File: src/rtl/nibble_serial_adder_pkg.sv
// Shared types and constants for the nibble-serial adder: FSM state encoding
// and the slice width.
package nibble_serial_adder_pkg;

  localparam int NIB_W = 4;

  typedef enum logic [1:0] {
    IDLE = 2'd0,
    RUN  = 2'd1,
    DONE = 2'd2
  } state_t;

endpackage

File: src/rtl/ripple_carry_adder.sv
// 4-bit ripple-carry adder slice built from a chain of full adders; the
// controller reuses this one slice for every nibble of the operands.
module ripple_carry_adder
  import nibble_serial_adder_pkg::*;
(
  input  logic [NIB_W-1:0] a,
  input  logic [NIB_W-1:0] b,
  input  logic             cin,
  output logic [NIB_W-1:0] s,
  output logic             cout
);

  logic [NIB_W:0] c;

  assign c[0] = cin;

  for (genvar gi = 0; gi < NIB_W; gi++) begin : g_fa
    assign s[gi]   = a[gi] ^ b[gi] ^ c[gi];
    assign c[gi+1] = (a[gi] & b[gi]) | (c[gi] & (a[gi] ^ b[gi]));
  end

  assign cout = c[NIB_W];

endmodule

File: src/rtl/nibble_serial_adder.sv
// WIDTH-bit adder that walks one 4-bit slice across the operands, LS nibble
// first, with valid/ready on both sides. Define SUB_EN to add the op_sub port.
module nibble_serial_adder
  import nibble_serial_adder_pkg::*;
#(
  parameter int WIDTH = 16
) (
  input  logic             clk,
  input  logic             rst,
  input  logic             in_valid,
  output logic             in_ready,
  input  logic [WIDTH-1:0] a,
  input  logic [WIDTH-1:0] b,
  input  logic             cin,
`ifdef SUB_EN
  input  logic             op_sub,
`endif
  output logic             out_valid,
  input  logic             out_ready,
  output logic [WIDTH-1:0] sum,
  output logic             carry,
  output logic             ovf
);

  localparam int NIB   = WIDTH / NIB_W;
  localparam int IDX_W = (NIB > 1) ? $clog2(NIB) : 1;

  state_t             state_reg, state_next;
  logic [WIDTH-1:0]   a_reg, b_reg;
  logic               carry_reg;
  logic [IDX_W-1:0]   idx_reg;
  logic [NIB_W-1:0]   sum_nib_reg [NIB];
  logic               carry_out_reg;
  logic               ovf_reg;

  logic [WIDTH-1:0]   b_eff;
  logic               cin_eff;
  logic [NIB_W-1:0]   a_nib [NIB];
  logic [NIB_W-1:0]   b_nib [NIB];
  logic [NIB_W-1:0]   slice_a, slice_b, slice_s;
  logic               slice_cout;
  logic               last_nib;
  logic               msb_cin;

`ifdef SUB_EN
  // Subtraction is A + ~B + 1, so the incoming carry is forced high.
  assign b_eff   = op_sub ? ~b : b;
  assign cin_eff = op_sub | cin;
`else
  assign b_eff   = b;
  assign cin_eff = cin;
`endif

  for (genvar gi = 0; gi < NIB; gi++) begin : g_nib
    assign a_nib[gi]                  = a_reg[gi*NIB_W +: NIB_W];
    assign b_nib[gi]                  = b_reg[gi*NIB_W +: NIB_W];
    assign sum[gi*NIB_W +: NIB_W]     = sum_nib_reg[gi];
  end

  assign slice_a  = a_nib[idx_reg];
  assign slice_b  = b_nib[idx_reg];
  assign last_nib = (idx_reg == IDX_W'(NIB - 1));

  ripple_carry_adder u_slice (
    .a    (slice_a),
    .b    (slice_b),
    .cin  (carry_reg),
    .s    (slice_s),
    .cout (slice_cout)
  );

  // Carry into bit 3 of the slice recovered from the sum bit.
  assign msb_cin = slice_a[NIB_W-1] ^ slice_b[NIB_W-1] ^ slice_s[NIB_W-1];

  always_ff @(posedge clk) begin
    if (rst) state_reg <= IDLE;
    else     state_reg <= state_next;
  end

  always_comb begin
    state_next = state_reg;
    in_ready   = 1'b0;
    out_valid  = 1'b0;
    case (state_reg)
      IDLE: begin
        in_ready = 1'b1;
        if (in_valid) state_next = RUN;
      end
      RUN: begin
        if (last_nib) state_next = DONE;
      end
      DONE: begin
        out_valid = 1'b1;
        if (out_ready) state_next = IDLE;
      end
      default: state_next = IDLE;
    endcase
  end

  always_ff @(posedge clk) begin
    if (rst) begin
      a_reg         <= '0;
      b_reg         <= '0;
      carry_reg     <= 1'b0;
      idx_reg       <= '0;
      carry_out_reg <= 1'b0;
      ovf_reg       <= 1'b0;
      for (int i = 0; i < NIB; i++) sum_nib_reg[i] <= '0;
    end else begin
      case (state_reg)
        IDLE: begin
          if (in_valid) begin
            a_reg     <= a;
            b_reg     <= b_eff;
            carry_reg <= cin_eff;
            idx_reg   <= '0;
          end
        end
        RUN: begin
          sum_nib_reg[idx_reg] <= slice_s;
          carry_reg            <= slice_cout;
          idx_reg              <= idx_reg + IDX_W'(1);
          if (last_nib) begin
            carry_out_reg <= slice_cout;
            ovf_reg       <= msb_cin ^ slice_cout;
            idx_reg       <= '0;
          end
        end
        default: ;
      endcase
    end
  end

  assign carry = carry_out_reg;
  assign ovf   = ovf_reg;

endmodule

File: config.mk
export PLATFORM = sky130hd
export DESIGN_NAME = nibble_serial_adder
export DESIGN_NICKNAME = d
export VERILOG_FILES = /design/src/rtl/nibble_serial_adder_pkg.sv /design/src/rtl/ripple_carry_adder.sv /design/src/rtl/nibble_serial_adder.sv
export SDC_FILE = /design/constraint.sdc
export NUM_CORES = 1
export LEC_CHECK = 0
export CELL_PAD_IN_SITES_DETAIL_PLACEMENT = 1
export CELL_PAD_IN_SITES_GLOBAL_PLACEMENT = 1
export CORE_AREA = 3 3 87 89
export CTS_BUF_LIST = sky130_fd_sc_hd__clkbuf_4 sky130_fd_sc_hd__clkbuf_8
export CTS_CLUSTER_SIZE = 12
export DETAILED_ROUTE_END_ITERATION = 7
export DIE_AREA = 0 0 90 92
export GPL_ROUTABILITY_DRIVEN = 0
export PLACE_DENSITY_LB_ADDON = 0.15
export SETUP_SLACK_MARGIN = 0.1
export SYNTH_ARGS = -nofsm -noshare
export SYNTH_HDL_FRONTEND = slang
export SYNTH_HIERARCHICAL = 1
export SYNTH_SLANG_ARGS = --single-unit
File: constraint.sdc
create_clock -name clk -period 3.5 [get_ports clk]
set_input_delay 1.05 -clock clk [delete_from_list [all_inputs] [get_ports clk]]
set_output_delay 1.05 -clock clk [all_outputs]
set_load 0.01 [all_outputs]
Word-level counts from Yosys, hierarchy flattened
Memory sizes are Yosys's and may differ from the RTL's. Index checks and enable logic that the tools add are counted. Widths: inputs -> output; s select.

Flip-flop bits (word level): 39. Memory bits (writable): 16. Input bits: 37. Output and inout bits: 20. Word-level logic and storage cells: 71. Memories kept: 1.

Memory list: sum_nib_reg (words 4, bits a word 4, rd ports 4, clocked after memory_dff 0, wr ports 4, RTL line nibble_serial_adder.sv:32) `logic [NIB_W-1:0] sum_nib_reg [NIB];`.

Add/sub/neg operators: 1. $lt $le $gt $ge: 1. Eq/ne operators: 6. Mux-type cells: 25. Bitwise gates (word level): 23. Reductions and logical operators: 7.

Operator list (count): $mux 4 (5); $bmux 4 s2 (2); $mux 2 (6); $xor 1x1->1 (10); $mux 1 (9); $and 1x1->1 (8); $ne 2x2->1 const B (3); $pmux 2 s3 (1); $reduce_and 2->1 (3); $eq 2x2->1 const B (2); $or 1x1->1 (4); $pmux 2 s2 (1); $reduce_or 4->1 (1); $ge 3x3->1 const B (1); $not 2->3 (1); $reduce_and 3->1 (1); $add 2x1->2 const B (1); $eq 2x1->1 const B (1); $logic_not 2->1 (1); $pmux 1 s2 (1); $reduce_bool 2->1 (1).

Depth between registers and ports, before layout
Word-level depth: 14. Mapped depth: 14. Gate-level depth less buffers: 12.

Hierarchy
The synthesis kept the hierarchy.

Modules (own cells, without submodules): nibble_serial_adder (times used 1, cells each 232, area each 2274.7 µm², seq. area each 1261.2 µm²); ripple_carry_adder (times used 1, cells each 14, area each 117.6 µm², seq. area each 0.0 µm²).

Least setup slack after synthesis
No wires, ideal clock.

Kind: register to register. Start point: register idx_reg[0]. End point: register ovf_reg, in the netlist ovf. Library setup time: 0.091 ns. Arrival time: 3.489 ns. Required time: 3.409 ns. Path slack: -0.080 ns. Cell stages (with the launch flop): 15. Buffers on the path: 2. Period minus slack after synthesis: 3.580 ns. Path through: dfxtp_1 > buf_6 > clkbuf_1 > mux4_2 > fa_1 > inv_1 > fa_1 > inv_1 > fa_1 > inv_1 > fa_1 > inv_1 > xor2_1 > xnor3_1 > a311oi_1.

Cells in the longest elaborated chain, start to end: 14. Elaborated cells between the ends (all ways): 28. Classes of those cells: eq/ne: 1; mux: 6; bitwise: 20; reduce/logical: 1.

Ends and longest elaborated chain: start, declared (RTL line nibble_serial_adder.sv:31) `logic [IDX_W-1:0] idx_reg;`; start signal, assigned (RTL line nibble_serial_adder.sv:122) `idx_reg <= idx_reg + IDX_W'(1);`; $not 2->3 (implied by the code) (*) (RTL line nibble_serial_adder.sv:61) `assign slice_b = b_nib[idx_reg];`; $bmux 4 s2 (*) (RTL line nibble_serial_adder.sv:61); $mux 4 (implied by the code) (*) (2 in a row) (RTL line nibble_serial_adder.sv:61); named net slice_b[0] (RTL line nibble_serial_adder.sv:40) `logic [NIB_W-1:0] slice_a, slice_b, slice_s;`; $xor 1x1->1 (RTL line ripple_carry_adder.sv:19) `assign c[gi+1] = (a[gi] & b[gi]) | (c[gi] & (a[gi] ^ b[gi]));`; $and 1x1->1 (RTL line ripple_carry_adder.sv:19); $or 1x1->1 (*) (RTL line ripple_carry_adder.sv:19); $and 1x1->1 (*) (RTL line ripple_carry_adder.sv:19); $or 1x1->1 (*) (RTL line ripple_carry_adder.sv:19); $and 1x1->1 (*) (RTL line ripple_carry_adder.sv:19); $or 1x1->1 (*) (RTL line ripple_carry_adder.sv:19); $xor 1x1->1 (*) (RTL line ripple_carry_adder.sv:18) `assign s[gi] = a[gi] ^ b[gi] ^ c[gi];`; named net slice_s[3] (RTL line nibble_serial_adder.sv:40); $xor 1x1->1 (*) (RTL line nibble_serial_adder.sv:73) `assign msb_cin = slice_a[NIB_W-1] ^ slice_b[NIB_W-1] ^ slice_s[NIB_W-1];`; $xor 1x1->1 (*) (RTL line nibble_serial_adder.sv:125) `ovf_reg <= msb_cin ^ slice_cout;`; end signal, assigned (RTL line nibble_serial_adder.sv:125); end, declared (RTL line nibble_serial_adder.sv:34) `logic ovf_reg;`.

The timed path passes the listed nets; every way through them passes the cells marked *. The select of a mux whose other input is x is not followed. A chain may end at the register's enable or synchronous reset.

Worst setup path after layout
Start point: register idx_reg[1]. End point: register ovf_reg, in the netlist ovf.

Cells in the longest elaborated chain, start to end: 14. Elaborated cells between the ends (all ways): 28. Classes of those cells: eq/ne: 1; mux: 6; bitwise: 20; reduce/logical: 1.

Ends and longest elaborated chain: $not 2->3 (implied by the code) (*) (RTL line nibble_serial_adder.sv:60) `assign slice_a = a_nib[idx_reg];`; $bmux 4 s2 (*) (RTL line nibble_serial_adder.sv:60); $mux 4 (implied by the code) (*) (2 in a row) (RTL line nibble_serial_adder.sv:60); named net slice_a[0] (RTL line nibble_serial_adder.sv:40); $xor 1x1->1 (RTL line ripple_carry_adder.sv:19); $and 1x1->1 (RTL line ripple_carry_adder.sv:19); $or 1x1->1 (*) (RTL line ripple_carry_adder.sv:19); $and 1x1->1 (*) (RTL line ripple_carry_adder.sv:19); $or 1x1->1 (*) (RTL line ripple_carry_adder.sv:19); $and 1x1->1 (*) (RTL line ripple_carry_adder.sv:19); $or 1x1->1 (*) (RTL line ripple_carry_adder.sv:19); $xor 1x1->1 (*) (RTL line ripple_carry_adder.sv:18); named net slice_s[3] (RTL line nibble_serial_adder.sv:40); $xor 1x1->1 (*) (RTL line nibble_serial_adder.sv:73); $xor 1x1->1 (*) (RTL line nibble_serial_adder.sv:125).

Marked as above.

==> impl_metrics.csv <==
group,metric,value,unit
worst_setup_path,r2r_slack,0.31,ns
logic_synthesis,yosysUniqueCellTypes,34,
route,drcViolationCount,0,
cts,htreeDepth,2,
pwr,p_switching,0.0003347,W
global_routing,grt_use_total,13.45,%
logic_synthesis,syn-cell-area,0.002392,mm²
logic_synthesis,yosysTopAreaCell,"dfxtp_1",
worst_setup_path,worstPathArrival,3.42,ns
sta,worstMarginPinSlew,0.7153,ns
outcome,status,"finished clean",
route,drt-total-wl,5451,µm
sta,finalHoldViolCount,0,
floorplan,die_w,90,µm
route,wire_per_inst,13.80,µm
worst_setup_path,critPathLaunch,"idx_reg[1]",
cts,clock-sinks,55,
run,cap_violations,0,
sta,fin_worst_skew,0.006602,ns
placement,dpl_cell_area,0.003048,mm²
floorplan,die_h,92,µm
global_routing,grt_pass1_vias,1855,
pwr,peakVddDrop,0.0001698,V
pwr,power_frac_comb,17.2,%
cts,clk_pin_slew,0.10,ns
cts,clock_latency,0.31,ns
min_path,hold_start,"b_reg[10]",
sta,setup_viol,0,
worst_setup_path,start_kind,"register",
cells_and_area,n_antenna_cell,0,
global_routing,grt_pass1_wl,8963,µm
logic_synthesis,ys_ff_latch,55,
logic_synthesis,yosysTopAreaCellShare,32.64,%
pwr,p_per_area,408.8,mW/mm²
route,viasPerCell,4.600,
route,drtIter0Drc,29,
min_path,hold_class,"reg -> reg",
logic_synthesis,syn_inst,246,
logic_synthesis,synth_warnings,6,
sta,maxSlewHeadroom,51.64,%
cells_and_area,design_area,0.003152,mm²
sta,period_needed,3.193,ns
sta,min_period_over_period,91.22,%
cells_and_area,drive_gt1_share,10.37,%
worst_setup_path,rr_worst_depth,12,
pwr,p_clk_share,27.6,%
pwr,finalPower,0.001288,W
cells_and_area,nets,340,
route,ant_nets,0,
logic_synthesis,yosys-top-cells-area,"dfxtp_1, edfxtp_1, nand2_1",
cts,cts_made_buffers,5,
pwr,p_leak,1.159,nW
floorplan,num_rows,30,
logic_synthesis,ys_seq_area_share,52.72,%
logic_synthesis,syn-num-nets,288,
route,vias,1817,
worst_setup_path,r2r-start,"idx_reg[1]",
floorplan,dieArea,0.008280,mm²
cts,cts_hold_buf,0,
min_path,whs_endpoint,"b_reg[10]",
route,first_pass_iters,4,
worst_setup_path,critical_path_class,"reg -> reg",
worst_setup_path,cp.required,3.73,ns
floorplan,coreArea,0.006832,mm²
pwr,switching_share,25.97,%
worst_setup_path,regToRegEndpoint,"ovf",
sta,fmax,313.2,MHz
sta,fin_setup_tns,0,ns
min_path,whs_path_depth,2,
cts,cts-root-buf,"clkbuf_8",
logic_synthesis,postSynthAreaPerCell,9.725,µm²
worst_setup_path,crit_fanout,4,
cells_and_area,syn_to_final_growth,31.75,%
global_routing,gr-total-overflow,0,
sta,maxSlewViolCount,0,
cts,cts_buffer_depth,2,
sta,timing.hold.ws,0.4598,ns
worst_setup_path,end_kind,"register",
placement,portBuffers,56,
placement,hpwl,4010,µm
sta,grt_setup_unrepaired,"no",
floorplan,initial_core_util,35.02,%
global_routing,antenna_found_initial,0,
cts,cts_tree,"done",
pwr,seq_power_share,55.2,%
global_routing,grt_max_degree,48,
pwr,intPower,0.0009538,W
floorplan,ios,57,
synthesized netlist by cell type (all sizes together):
library cell,n
dfxtp,39
o21bai,1
nand2,66
and2,8
a311oi,1
nor2b,2
or2,2
nand2b,3
edfxtp,16
nor3b,1
nor4b,1
nor3,4
xnor3,1
or3,1
nand3,3
a31o,1
nor2,7
o21a,1
buf,6
inv,14
fa,4
mux4,8
ha,1
or3b,1
mux2i,1
nor4,1
xor2,1
clkbuf,11
a22oi,1
a21oi,37
nand3b,1
or4b,1
routing by layer:
metal / share of wire (%) / track usage, %
met1: 46 / 16.55
met3: 3.7 / 2.543
met4: 1.3 / 4.209
met2: 49 / 23.83
met5: 0 / 0
per-stage QoR:
step | worst slack, ns | utilization [%] | cells
finish | 0.3072 | 46.14 | 395
global route | 0.1313 | 46.14 | 395
CTS | 0.1108 | 45.92 | 395
detailed placement | 0.1314 | 44.62 | 387
global placement | 0.2579 | 44.62 | 387
floorplan | 0.1055 | - | 246
power by group through the flow:
| stage | Combinational [W] | Clock (W) | Sequential [W] |
|---|---|---|---|
| final | 0.000222 | 0.000356 | 0.000711 |
| after global routing | 0.000248 | 0.000390 | 0.000716 |
| after CTS | 0.000223 | 0.000366 | 0.000711 |
| after detailed placement | 0.000223 | 0 | 0.000726 |
| after global placement | 0.000217 | 0 | 0.000725 |
| after floorplan | 0.000121 | 0 | 0.000725 |
what timing repair did:
action	4_1_cts	5_1_grt
setup buffers	0	0
gates resized for setup	0	7
setup endpoints to repair	0	1
cells by family (layout without fill, tap and decap cells):
| logic type | after synthesis | in the layout | synth area share [%] |
|---|---|---|---|
| and+or+nand+nor | 102 | 102 | 19.35 |
| DFF | 55 | 55 | 52.72 |
| AOI/OAI and AO/OA | 42 | 42 | 9.415 |
| buffers and inverters | 31 | 84 | 5.387 |
| muxes | 9 | 9 | 7.950 |
| adders and majority gates | 5 | 5 | 3.870 |
| xor gates and xnor gates | 2 | 2 | 1.308 |
worst max-delay path, stage by stage, from the launching register on:
cell and delay [ns]:
dfxtp_2 0.36, mux4_2 0.52, fa_2 0.39, inv_1 0.07, fa_1 0.16, inv_1 0.06
fa_1 0.37, inv_2 0.07, fa_1 0.42, inv_2 0.10, xor2_1 0.16, xnor3_1 0.25
a311oi_2 0.20
cell type report:
cell class	instances	area, µm²
fill	786	3680
sequential	55	1264
multi-input combinational	160	1017
timing repair buffer	62	609.3
tap	96	120.1
clock buffer	6	76.32
inverter	14	52.55
clock inverter	2	12.51
worst max path at each step:
stage / slack (ns) / cells past startpoint / to
finish: 0.31 / 12 / ovf
detailed placement: 0.13 / 12 / ovf
global route: 0.13 / 12 / ovf
floorplan: 0.11 / 14 / ovf
CTS: 0.11 / 13 / ovf
global placement: 0.26 / 12 / ovf
layout by cell type (no fill, tap or decap), types with 2 or more instances in the layout:
cell,netlist,final
nand2b_1,3,3
nand3_1,3,3
dfxtp_2,0,2
nor3_1,4,4
nor2b_1,2,2
and2_1,8,8
nand2_1,66,66
nor2_1,7,7
inv_1,14,12
inv_2,0,2
or2_2,2,2
clkbuf_8,0,5
mux4_2,8,8
edfxtp_1,16,16
a21oi_1,37,37
clkdlybuf4s50_1,0,56
buf_4,0,5
dfxtp_1,39,37
fa_1,4,3
Note: power is estimated with default switching activity, not from simulation.
